**config.mk**
```make
export PLATFORM = sky130hd
export DESIGN_NAME = run_control
export DESIGN_NICKNAME = d
export VERILOG_FILES = /design/src/rtl/run_control_pkg.sv /design/src/rtl/button_conditioner.sv /design/src/rtl/run_control.sv
export SDC_FILE = /design/constraint.sdc
export NUM_CORES = 1
export LEC_CHECK = 0
export ABC_AREA = 1
export CORE_MARGIN = 2
export CORE_UTILIZATION = 55
export CTS_BUF_LIST = sky130_fd_sc_hd__clkbuf_4 sky130_fd_sc_hd__clkbuf_8
export CTS_CLUSTER_DIAMETER = 30
export DETAILED_ROUTE_END_ITERATION = 7
export GPL_ROUTABILITY_DRIVEN = 1
export PLACE_DENSITY = 0.89
export SETUP_SLACK_MARGIN = 0.3
export SYNTH_ARGS = -nofsm -noshare
export SYNTH_HDL_FRONTEND = slang
export SYNTH_SLANG_ARGS = --single-unit
```
**constraint.sdc**
```tcl
create_clock -name clock -period 3.67 [get_ports clock]
set_input_delay 0.734 -clock clock [delete_from_list [all_inputs] [get_ports clock]]
set_output_delay 0.734 -clock clock [all_outputs]
set_load 0.005 [all_outputs]
```
**src/rtl/run_control_pkg.sv**
```systemverilog
// Shared state encoding for the run-control sequencer.
package run_control_pkg;
  localparam int STATE_W = 2;

  typedef enum logic [STATE_W-1:0] {
    RC_RESET  = 2'b00,
    RC_RUN    = 2'b01,
    RC_HALTED = 2'b10,
    RC_STEP   = 2'b11
  } rcState_e;
endpackage

```
**src/rtl/button_conditioner.sv**
```systemverilog
// Pushbutton synchronizer, debouncer and press-edge pulse generator.
// Buttons are active-low; press is a single-cycle high pulse.
module button_conditioner #(
  parameter int DEBOUNCE_CYCLES = 16
) (
  input  logic clock,
  input  logic reset,
  input  logic btnRaw,
  output logic press
);
  localparam int CW = $clog2(DEBOUNCE_CYCLES + 1);
  localparam logic [CW-1:0] LAST = CW'(DEBOUNCE_CYCLES - 1);

  logic          sync1;
  logic          sync2;
  logic          stable;
  logic          stablePrev;
  logic [CW-1:0] cnt;

  always_ff @(posedge clock or negedge reset) begin
    if (!reset) begin
      sync1      <= 1'b1;
      sync2      <= 1'b1;
      stable     <= 1'b1;
      stablePrev <= 1'b1;
      cnt        <= '0;
      press      <= 1'b0;
    end else begin
      sync1      <= btnRaw;
      sync2      <= sync1;
      stablePrev <= stable;
      press      <= stablePrev & ~stable;
      if (sync2 == stable) begin
        cnt <= '0;
      end else if (cnt == LAST) begin
        stable <= sync2;
        cnt    <= '0;
      end else begin
        cnt <= cnt + 1'b1;
      end
    end
  end
endmodule

```
**src/rtl/run_control.sv**
```systemverilog
// Run-control sequencer: button conditioning, run/halt/step FSM
// and retired-instruction counter.
module run_control
  import run_control_pkg::*;
#(
  parameter int DEBOUNCE_CYCLES = 16
) (
  input  logic        clock,
  input  logic        reset,
  input  logic        btn_cont,
  input  logic        btn_step,
  input  logic        btn_rst,
  input  logic        halt_instr,
  output logic        run_en,
  output logic        core_rst,
  output logic        halted,
  output logic [1:0]  state,
  output logic [31:0] instr_count
);
  logic     contPress;
  logic     stepPress;
  logic     rstPress;
  rcState_e cur;
  rcState_e nxt;

  button_conditioner #(.DEBOUNCE_CYCLES(DEBOUNCE_CYCLES)) uCont (
    .clock (clock),
    .reset (reset),
    .btnRaw(btn_cont),
    .press (contPress)
  );

  button_conditioner #(.DEBOUNCE_CYCLES(DEBOUNCE_CYCLES)) uStep (
    .clock (clock),
    .reset (reset),
    .btnRaw(btn_step),
    .press (stepPress)
  );

  button_conditioner #(.DEBOUNCE_CYCLES(DEBOUNCE_CYCLES)) uRst (
    .clock (clock),
    .reset (reset),
    .btnRaw(btn_rst),
    .press (rstPress)
  );

  always_comb begin
    nxt      = cur;
    run_en   = 1'b0;
    core_rst = 1'b0;
    unique case (cur)
      RC_RESET: begin
        core_rst = 1'b1;
        nxt      = RC_RUN;
      end
      RC_RUN: begin
        run_en = ~halt_instr & ~stepPress;
        if (halt_instr || stepPress) nxt = RC_HALTED;
      end
      RC_HALTED: begin
        // cont steps past the instruction at PC in the pulse cycle
        if (contPress) begin
          run_en = ~rstPress;
          nxt    = RC_RUN;
        end else if (stepPress) begin
          nxt = RC_STEP;
        end
      end
      RC_STEP: begin
        run_en = 1'b1;
        nxt    = RC_HALTED;
      end
      default: nxt = RC_RESET;
    endcase
    if (rstPress) nxt = RC_RESET;
  end

  always_ff @(posedge clock or negedge reset) begin
    if (!reset) begin
      cur         <= RC_RESET;
      instr_count <= '0;
    end else begin
      cur <= nxt;
      if (core_rst) instr_count <= '0;
      else if (run_en) instr_count <= instr_count + 32'd1;
    end
  end

  assign halted = (cur == RC_HALTED);
  assign state  = cur;
endmodule

```
==> impl_metrics.tcl <==
set metrics [dict create \
    final_nets 486 \
    htree_levels 3 \
    synth.avg_cell_area_um2 7.75 \
    final_common_cell "nand2_1" \
    grt_pass1_wl_mm 12.5 \
    pre_cts_ws_ns 0.847 \
    antenna_found_initial 0 \
    die-area_um2 6640 \
    dr.pass1.iters 5 \
    multi_input_area_um2 1440 \
    yosysWarnings 0 \
    critPathMostFrequentCell "clkdlybuf4s50_1" \
    cp_top_family "buffers and inverters" \
    cp_cell_sequence "clkdlybuf4s50_1 > nor2_1 > nand3_1 > nand2_2 > clkdlybuf4s50_1" \
    gp_congestion 1.00 \
    reg2reg_slack_ns 1.49 \
    start_util 0.564 \
    hold_violations 0 \
    synth-edff-count 0 \
    path_class "input port to output pin" \
    totalWireLength_mm 7.44 \
    syn_area_um2 3300 \
    post_cts_resize_count 0 \
    period_share 0.768 \
    die_h_um 81.5 \
    core_area_um2 5850 \
    final_antenna_net_count 0 \
    max-slew-margin-rel 0.332 \
    synth_fp_nets 436 \
    rsz0062_at_grt "no" \
    syn_inst 426 \
    cts.sinks 64 \
    slew_viol_final 0 \
    post_cts_buffers 0 \
    via_count 3023 \
    total_power_w 0.00194 \
    critPathRequiredTime_ns 2.94 \
    routed_via_density 5.44 \
    drv_cap 0 \
    setup_violations 0 \
    drc 0 \
    final.setup.worst_slack_ns 0.850 \
    hold_path_class "flop to flop" \
    cts_hold_buf 0 \
    fp.dieW_um 81.5 \
    async_flop_share 1.00 \
    wl_per_cell_um 13.4 \
    power_leakage_nw 1.83 \
    final_cell_mix "nand2_1, nor2_1, inv_1" \
    synth_cell_type_count 29 \
    fillCellCount 455 \
    cts_tree "yes" \
    grt_overflow_total 0 \
    first_global_vias 2878 \
    crit_slowest_cell "clkdlybuf4s50_1" \
    clkLatencyLatePin_ns 0.35 \
    worst_path_largest_cell_delay_ns 0.52 \
    regArea_um2 1620 \
    clockBufferDepth 2 \
    fin_crit_ns 2.82 \
    setup_tns_ns 0 \
    syn_to_final_growth_pct 22.6 \
    ys_seq_area_frac 0.490 \
    track_usage 0.245 \
    grt_max_degree 47 \
    ys.flop_type "dfrtp_1" \
    instances_no_fill 556 \
    fin_util 0.692 \
    clock-root-buffer "clkbuf_8" \
    dp_cells 540 \
    skew_ns 0.0120 \
    fmax_mhz 355 \
    end_kind "output pin" \
    path_max_fanout 5 \
    layout-drive-gt1-share 0.119 \
    path_clk_slew_ns 0.07 \
    worst_pin_slew_ns 1.00 \
    cp_num_buf_inv 2 \
    start_kind "input port" \
    status "finished, final reports clean" \
    hpwl_mm 5.26 \
    num_antenna_cells 0 \
    ys_ff_latch 64 \
    power_density_nw_per_um2 479 \
    vdd_ir_drop_max_v 0.000378 \
    arrival_ns 2.09 \
    drt_iter0_drc 305 \
    port-buffer-count 42 \
    pin_count 43 \
    cts_buffers 9 \
    rows 28 \
]
[sequential cells by signal, summed over array words and instances, names as in the netlist, 2 cells and up]
register,flops
uStep.cnt,5
state,2
uRst.cnt,5
uCont.cnt,5
instr_count,32
[path summary, 6_finish.rpt]
| path | cells past startpoint | start | to |
|---|---|---|---|
| min | 0 | uStep.sync1$_DFF_PN1_ | uStep.sync2$_DFF_PN1_ |
| max | 5 | halt_instr | run_en |
| min reg2reg | 0 | uStep.sync1$_DFF_PN1_ | uStep.sync2$_DFF_PN1_ |
| max in group asynchronous | 2 | reset | uStep.sync1$_DFF_PN1_ |
| min in group asynchronous | 1 | reset | instr_count[1]$_DFFE_PN0P_ |
| max reg2reg | 7 | state[1]$_DFFE_PN0P_ | instr_count[23]$_DFFE_PN0P_ |
[layer usage]
| metal | part of all wire | vias to the layer above | track usage | wire, um |
|---|---|---|---|---|
| li1 | - | 1442 | - | - |
| met1 | 0.41 | 1429 | 0.290 | 3030 |
| met5 | 0 | - | 0 | 0 |
| met4 | 0.024 | 0 | 0.103 | 179 |
| met3 | 0.061 | 22 | 0.0396 | 452 |
| met2 | 0.51 | 130 | 0.439 | 3780 |
[report_power, final]
group	total [W]	internal [W]	leakage, nW	switching (W)
Clock	0.000755	0.000477	0.127	0.000278
Combinational	0.000371	0.000149	0.870	0.000222
Sequential	0.000810	0.000752	0.831	0.0000578
Total	0.00194	0.00138	1.83	0.000558
[kinds of logic after synthesis]
logic type,count (synthesis),share of synthesized area
muxes,3,0.0102
and+or+nand+nor,251,0.337
buffers and inverters,63,0.0751
DFF,64,0.490
adders and majority gates,4,0.0152
xor gates and xnor gates,6,0.0159
AOI/OAI and AO/OA,35,0.0572
[final cells by class]
cell class,instances,share of cell area
tap,75,0.0232
sequential,64,0.399
inverter,57,0.0529
timing repair buffer,45,0.108
clock buffer,11,0.0359
clock inverter,5,0.0257
multi-input combinational,299,0.355
[synthesized netlist by cell type (3+ instances only)]
| library cell | count | area, um^2 |
|---|---|---|
| dfrtp_1 | 52 | 1300 |
| nor2_2 | 8 | 50.1 |
| mux2_2 | 3 | 33.8 |
| nor2_1 | 73 | 274 |
| a21oi_1 | 18 | 90.1 |
| xor2_1 | 3 | 26.3 |
| o21ai_0 | 11 | 55.1 |
| nand3_1 | 22 | 110 |
| nand2_1 | 109 | 409 |
| inv_1 | 56 | 210 |
| and3_1 | 3 | 18.8 |
| nor2_4 | 5 | 56.3 |
| dfstp_2 | 12 | 315 |
| nand4_1 | 12 | 75.1 |
| xnor2_1 | 3 | 26.3 |
| nor3_1 | 7 | 35.0 |
| nand3b_1 | 3 | 22.5 |
| ha_1 | 4 | 50.1 |
| nand2_2 | 7 | 43.8 |
| buf_2 | 3 | 15.0 |
[per-stage QoR]
step                      area [um^2]  hold WS (ns)
after global routing             4050         0.366
after global placement           3800         0.347
after floorplan                  3300         0.345
after detailed placement         3800         0.348
final                            4050         0.359
after CTS                        4050         0.363
No activity file was read; power rests on OpenSTA's default activity.
